[config.mk]
export PLATFORM = sky130hd
export DESIGN_NAME = ror_seq
export DESIGN_NICKNAME = d
export VERILOG_FILES = /design/src/rtl/ror_seq.sv
export SDC_FILE = /design/constraint.sdc
export NUM_CORES = 1
export LEC_CHECK = 0
export CAP_MARGIN = 20
export CORE_MARGIN = 2
export CORE_UTILIZATION = 32
export CTS_CLUSTER_DIAMETER = 30
export DETAILED_ROUTE_END_ITERATION = 16
export GPL_ROUTABILITY_DRIVEN = 1
export GPL_TIMING_DRIVEN = 0
export HOLD_SLACK_MARGIN = 0.15
export SLEW_MARGIN = 20
export SYNTH_ARGS = -nofsm -noshare
export SYNTH_HDL_FRONTEND = slang
export SYNTH_SLANG_ARGS = --single-unit
[constraint.sdc]
create_clock -name clk -period 2.2 [get_ports clk]
set_input_delay 0.44 -clock clk [delete_from_list [all_inputs] [get_ports clk]]
set_output_delay 0.44 -clock clk [all_outputs]
set_load 0.01 [all_outputs]
[src/rtl/ror_seq.sv]
// rtl/ror_seq.sv - iterative 32-bit rotate-right sequencer (IDLE/RUN/DONE)
// Define ROR_SEQ_FAST_EN to rotate up to 4 positions per RUN cycle instead of 1.
module ror_seq (
    input  logic        clk,
    input  logic        clr,
    input  logic        start,
    input  logic [31:0] Rb,
    input  logic [31:0] Rc,
    output logic [31:0] Ra,
    output logic        busy,
    output logic        done
);

    typedef enum logic [1:0] {IDLE, RUN, DONE} state_t;

    state_t      state_q, state_d;
    logic [31:0] work_q, work_d;
    logic [31:0] ra_q, ra_d;
    logic [4:0]  n_q, n_d;
    logic [2:0]  step;
    logic [4:0]  n_rem;
    logic [31:0] work_rot;
    logic        unused_rc;

    // Only the low five bits of the count matter: rotation is mod 32.
    assign unused_rc = ^Rc[31:5];

    always_comb begin
`ifdef ROR_SEQ_FAST_EN
        step = (n_q > 5'd4) ? 3'd4 : n_q[2:0];
`else
        step = 3'd1;
`endif
        n_rem = n_q - {2'b00, step};
        case (step)
            3'd1:    work_rot = {work_q[0],   work_q[31:1]};
            3'd2:    work_rot = {work_q[1:0], work_q[31:2]};
            3'd3:    work_rot = {work_q[2:0], work_q[31:3]};
            3'd4:    work_rot = {work_q[3:0], work_q[31:4]};
            default: work_rot = work_q;
        endcase
    end

    always_comb begin
        state_d = state_q;
        work_d  = work_q;
        n_d     = n_q;
        ra_d    = ra_q;
        case (state_q)
            IDLE: begin
                if (start) begin
                    work_d = Rb;
                    n_d    = Rc[4:0];
                    if (Rc[4:0] == 5'd0) begin
                        ra_d    = Rb;
                        state_d = DONE;
                    end else begin
                        state_d = RUN;
                    end
                end
            end
            RUN: begin
                work_d = work_rot;
                n_d    = n_rem;
                // Ra only ever sees the finished value, never a partial rotation.
                if (n_rem == 5'd0) begin
                    ra_d    = work_rot;
                    state_d = DONE;
                end
            end
            DONE: begin
                state_d = IDLE;
            end
            default: begin
                state_d = IDLE;
            end
        endcase
    end

    always_ff @(posedge clk) begin
        if (!clr) begin
            state_q <= IDLE;
            work_q  <= 32'h0;
            n_q     <= 5'd0;
            ra_q    <= 32'h0;
        end else begin
            state_q <= state_d;
            work_q  <= work_d;
            n_q     <= n_d;
            ra_q    <= ra_d;
        end
    end

    assign Ra   = ra_q;
    assign busy = (state_q != IDLE);
    assign done = (state_q == DONE);

endmodule

======== Word-level counts from Yosys, hierarchy flattened ========
Cells that the tools add are included.
Widths: inputs -> output; s select.
word-level totals
  register bits ........................... 71
  output and inout bits ................... 34
  logic and storage cells ................. 30
operators by class
  $add $sub $neg .......................... 1
  eq/ne operators ......................... 5
  mux-type cells .......................... 12
  reduce and logical (&&, ||, !) cells .... 8
operator list
  kind                 count
  $mux 32              4
  $pmux 32 s2          2
  $logic_not 5->1      2
  $pmux 5 s2           1
  $mux 2               3
  $ne 2x2->1 const B   3
  $mux 5               1
  $sub 5x1->5 const B  1
  $pmux 2 s2           1
  $reduce_and 2->1     2
  $reduce_and 4->1     1
  $reduce_bool 2->1    2
  $eq 2x1->1 const B   1
  $eq 2x2->1 const B   1
  $logic_not 2->1      1

======== Depth between registers and ports, before layout ========
  word-level depth ........................ 4
  depth in mapped cells ................... 7
  gate-level depth less buffers ........... 6

======== Worst setup path before layout ========
Ideal clock, no wire load.
  path kind ............................... reg2reg
  start ................................... register n_q[0]
  end ..................................... register ra_q[31] (netlist: Ra[31])
  setup time .............................. 121 ps
  arrival time ............................ 1615 ps
  required time ........................... 2079 ps
  slack ................................... 465 ps
  cell stages (with the launch flop) ...... 7
  path buffers ............................ 0
  period minus slack after synthesis ...... 1735 ps
  cells stage by stage .................... dfxtp_1 > inv_1 > ha_1 > xnor2_1 > nand4_1 > a21oi_4 > mux2_2
between the ends
  cells in the longest elaborated chain, start to end .. 4
ends and longest elaborated chain
  element                     RTL line  source
  start, declared             19        logic [4:0] n_q, n_d;
  start signal, assigned      89        n_q <= n_d;
  $sub 5x1->5                 34        n_rem = n_q - {2'b00, step};
  $logic_not 5->1             66        if (n_rem == 5'd0) begin
  $ne 2x2->1 (no line)        --
  $reduce_and 4->1 (no line)  --
  end signal, assigned        90        ra_q <= ra_d;
  end, declared               18        logic [31:0] ra_q, ra_d;
Every way passes these cells.
A chain may end at the register's enable or synchronous reset.

======== Worst setup path in the final report ========
  start ................................... register state_q[0]
  end ..................................... output busy
between the ends
  cells in the longest elaborated chain, start to end .. 1
ends and longest elaborated chain
  element                 RTL line  source
  start, declared         16        state_t state_q, state_d;
  start signal, assigned  87        state_q <= state_d;
  $reduce_bool 2->1       95        assign busy = (state_q != IDLE);
  end, declared           10        output logic busy,
Every way passes these cells.

==> out/results.ini <==
[yosys]
yosysMostFrequentCell = dfxtp_1
synth_xor_area_share_pct = 0.5337
synth.yosys.warnings = 0
synth_compound_area_share_pct = 4.651
synth.net_count = 403
netlist.area_leader.share_pct = 43.31
yosysTopAreaCell = dfxtp_1
ys_seq_area_share_pct = 43.31
syn_inst = 334
postSynthAreaPerCell_um2 = 9.826
ys_ff_latch = 71
synth_common_cells = 71 x dfxtp_1, 66 x nand2_1, 63 x mux2i_1
synthMuxAreaShare_pct = 30.19
async_reset_ff_share_pct = 0
synthAdderAreaFrac_pct = 0.7625
syn-cell-area_um2 = 3282
synth_cell_types = 33
synth-simple-area-share_pct = 16.28
ys.flop_type = dfxtp_1
synthTopCellsByArea = dfxtp_1 43%, mux2i_1 19%, mux2_2 11%
synth_edf_count = 0
synth_top_family_by_area = multiplexers

[finish]
finalNetCount = 489
area_delta_synth_final_pct = 34.62
final_cells = 558
antenna_cells = 0
fillCellCount = 979
drive_gt1_share_pct = 15.29
stdcell_area_um2 = 4418

[global_route]
grt_pass1_vias = 2622
grt_overflow = 0
grt_pass1_wl_mm = 12.77
antenna_found_initial = 0
grt_max_degree = 13
grt_usage_pct = 14.32

[cts]
cts.sinks = 71
tritoncts = yes
cts.clk_slew.worst_paths_ps = 80
cts_buffer_depth = 2
clock_latency_ps = 330
cts_root_buffer = clkbuf_8
cts-htree-levels = 3
hold_buffers = 0
numCtsBuffers = 9

[floorplan]
die_area_um2 = 11080
die_h_um = 105.3
die_x_um = 105.3
pin_count = 101
coreArea_um2 = 9864
initial_core_util_pct = 33.27
row_count = 36

[critical_path]
critPathArrivalTime_ps = 1640
cp-end-kind = primary output
timing.critical_path.buf_inv = 3
start_kind = register
crit_fanout = 10
critPathRequiredTime_ps = 1760
cpMaxStageDelayCell = clkdlybuf4s50_1
r2r_slack_ps = 240
crit_path_cell_trace = clkbuf_2 > nor2_1 > inv_1 > clkdlybuf4s50_1
path_class = reg2out
cp_slowest_stage_delay_ps = 540
path_delay_family = buffers and inverters

[sta]
fin_crit_sh_pct = 94.50
finalSetupViolations = 0
hold_violations = 0
final.setup_skew_ps = 9.337
slew_headroom_pct = 62.26
whs_ps = 457.7
period_needed_ps = 2079
rsz0062_at_grt = false
slew_violations = 0
fmax_mhz = 481.0
worst_pin_slew_ps = 566.2
setup_ws_ps = 120.9

[status]
status = finished, final reports clean

[detailed_routing]
avgRoutedWirePerCell_um = 13.78
finalWirelength_mm = 7.691
ant_nets = 0
drt_pass1_iterations = 4
viasPerCell = 4.547
first_iter_violations = 41
dr_total_vias = 2537
remaining_drc_errors = 0

[placed_design]
place_congestion = 0.7487
dpl.hpwl_mm = 5.549
dpl_cell_area_um2 = 4179
post-place-ws_ps = -89.78
port_buffers = 73
numPlacedInstances = 540

[power_and_ir_drop]
p_leak_nw = 1.740
powerDensity_nw_per_um2 = 722.4
clkPwrFrac_pct = 36.7
switching_share_pct = 25.97
cellInternalPower_mw = 2.363
switching_power_mw = 0.8288
vdd_drop_max_v = 0.0003578
pwr-share-seq_pct = 44.5
combPwrFrac_pct = 18.8

[min_path]
hold_path.class = reg2reg

[run]
max-cap-violations = 0

area by class of cell:
cell class / instances / area, um^2 / share of cell area (%)
buffer: 23 / 122.6 / 2.775
clock buffer: 11 / 141.4 / 3.200
clock inverter: 5 / 81.33 / 1.841
inverter: 5 / 18.77 / 0.4248
multi-input combinational: 235 / 1720 / 38.94
sequential: 71 / 1421 / 32.17
tap: 133 / 166.4 / 3.767
timing repair buffer: 75 / 745.7 / 16.88
repair_timing:
action | 4_1_cts | 5_1_grt
gates resized for setup | 1 | 0
setup buffers | 0 | 2
endpoints found under the setup margin | 1 | 1
pin swaps | 0 | 1
worst register-to-register path, cell delays in order (launching register included):
cell and delay (ps):
dfxtp_1 410, inv_1 90, ha_1 220, xnor2_1 240, nand4_1 190, a21oi_4 300
buf_6 220, mux2i_1 220
placed cells by master, fill, tap and decap left out, types with 3 or more instances in the layout:
cell / count
buf_4: 3
dfxtp_1: 71
a21oi_1: 5
mux2_2: 31
mux2i_1: 63
clkdlybuf4s50_1: 73
inv_1: 5
nand2_1: 66
buf_2: 7
clkbuf_8: 10
nor2b_1: 26
clkbuf_1: 12
nor2_1: 16
buf_6: 3
registers in the layout (all words and copies together) (netlist names):
| register | count |
|---|---|
| work_q | 32 |
| n_q | 5 |
| Ra | 32 |
| state_q | 2 |
final timing paths:
check / cells past startpoint / startpoint / endpoint
max reg2reg: 7 / n_q[0] / Ra[28]
min reg2reg: 2 / Ra[0] / Ra[0]
min: 2 / Ra[0] / Ra[0]
max: 4 / state_q[0] / busy
routing by layer:
metal	wire, um	part of all wire [%]	GRT usage, %
met5	0	0	0
met4	106	1.4	6.000
met2	3542	46	22.63
met3	406	5.3	4.205
met1	3635	47	18.19
power groups by stage:
stage	registers, mW	clock network, mW	logic [mW]
3_5_place_dp	1.45	0	0.601
2_1_floorplan	1.44	0	0.404
3_3_place_gp	1.45	0	0.593
6_report	1.42	1.17	0.599
5_1_grt	1.43	1.25	0.663
4_1_cts	1.42	1.20	0.605
cells by family after synthesis:
logic type,count (synthesis)
and+or+nand+nor,117
muxes,95
DFF,71
buffers and inverters,28
AOI/OAI and AO/OA,19
xor gates and xnor gates,2
adders and majority gates,2
stage by stage:
| stage | TNS (ps) | util (%) | power (mW) |
|---|---|---|---|
| 6_report | 0 | 44.79 | 3.192 |
| 5_1_grt | 0 | 44.79 | 3.351 |
| 4_1_cts | 0 | 44.63 | 3.227 |
| 3_5_place_dp | -611.6 | 42.36 | 2.051 |
| 3_3_place_gp | -398.8 | 42.36 | 2.040 |
| 2_1_floorplan | 0 | - | 1.848 |
No activity file was read; power rests on OpenSTA's default activity.
==> variant, RTL diff (same flow settings) <==
Put a register stage on the outputs `busy` and `done`, without a reset. The values now appear one clock later. The other outputs are not delayed to match.
--- a/src/rtl/ror_seq.sv
+++ b/src/rtl/ror_seq.sv
@@ -92,8 +92,10 @@
     end
 
     assign Ra   = ra_q;
-    assign busy = (state_q != IDLE);
-    assign done = (state_q == DONE);
+    always_ff @(posedge clk) begin
+        busy <= (state_q != IDLE);
+        done <= (state_q == DONE);
+    end
 
 endmodule
 
Check against the original RTL: not equivalent (a bounded check fails within 4 cycles, from zero or initial values).
==> variant against the original RTL <==
Sequential cell count up 2; area after synthesis up 1.2%; total power down 1.4%; highest routed layer unchanged; via count up 0.28%; final area up 0.54%; routed wire length down 1.9%; worst setup slack better by 130 ps.
==> variant: results (changes against the original RTL) <==
[power_and_ir_drop]
total_power_uw = 3148  ; -1.4%
p_seq_share_pct = 46.4  ; +1.9 points
peakVddDrop_mv = 0.2933  ; -18%
intPower_uw = 2290  ; -3.1%
p_leak_uw = 0.001739  ; about the same

[layout]
drive_above_1_share_pct = 15.26  ; -0.036 points
fin_cells = 562  ; +0.72%
areaGrowthSynthToFinish_pct = 33.71
nFillCells = 1023  ; +4.5%
seq_area_um2 = 1461  ; +2.8%
n_sequential_cell = 73  ; +2.8%
clockBufferCount = 10  ; -1
signal_buffers = 97  ; -1.0%
nets = 490  ; +0.20%
clk_share_pct = 4.592  ; -0.45 points
buffer_area_share_pct = 19.35  ; -0.30 points

[floorplan]
die_area_um2 = 11210  ; +1.2%

[yosys]
yosysSeqAreaShare_pct = 43.99  ; +0.68 points
synth_nets = 405  ; +0.50%

[placement]
post-dp-hpwl_mm = 5.403  ; -2.6%
place_area_um2 = 4223  ; +1.0%
globalplace.congestion = 0.8177  ; +9.2%
preCtsSetupSlack_ps = -92.96  ; -3.186 ps

[setup_path]
crit_arrival_ps = 2220  ; +580 ps

[grt]
grtUsageTotal_pct = 13.92  ; -0.40 points
use_met1_pct = 17.94  ; -0.25 points

[timing]
skew_ps = 10.50  ; +1.161 ps

[outcome]
status = complete, no violations

[variant: changes by cell type after synthesis]
cell	delta
dfxtp_1	+2
[variant: path summary, 6_finish.rpt]
path	from	endpoint	slack, ps
max	clr	Ra[3]$_SDFFE_PN0P_	250
min	Ra[30]$_SDFFE_PN0P_	Ra[30]$_SDFFE_PN0P_	460
max reg2reg	n_q[0]$_SDFFE_PN0P_	Ra[3]$_SDFFE_PN0P_	260
min reg2reg	Ra[30]$_SDFFE_PN0P_	Ra[30]$_SDFFE_PN0P_	460
[variant: logic make-up after synthesis]
group / share of synthesized area, %
compound gates: 4.595
buf+inv: 4.218
flops: 43.99
xor+xnor: 0.5274
mux: 29.83
fa+ha+maj: 0.7532
simple gates: 16.08
[variant: critical path, delay by kind of cell]
| kind | cells | cell delay (ps) |
|---|---|---|
| AND/OR/NAND/NOR | 1 | 120 |
| multiplexers | 1 | 150 |
| buffers and inverters | 3 | 1520 |
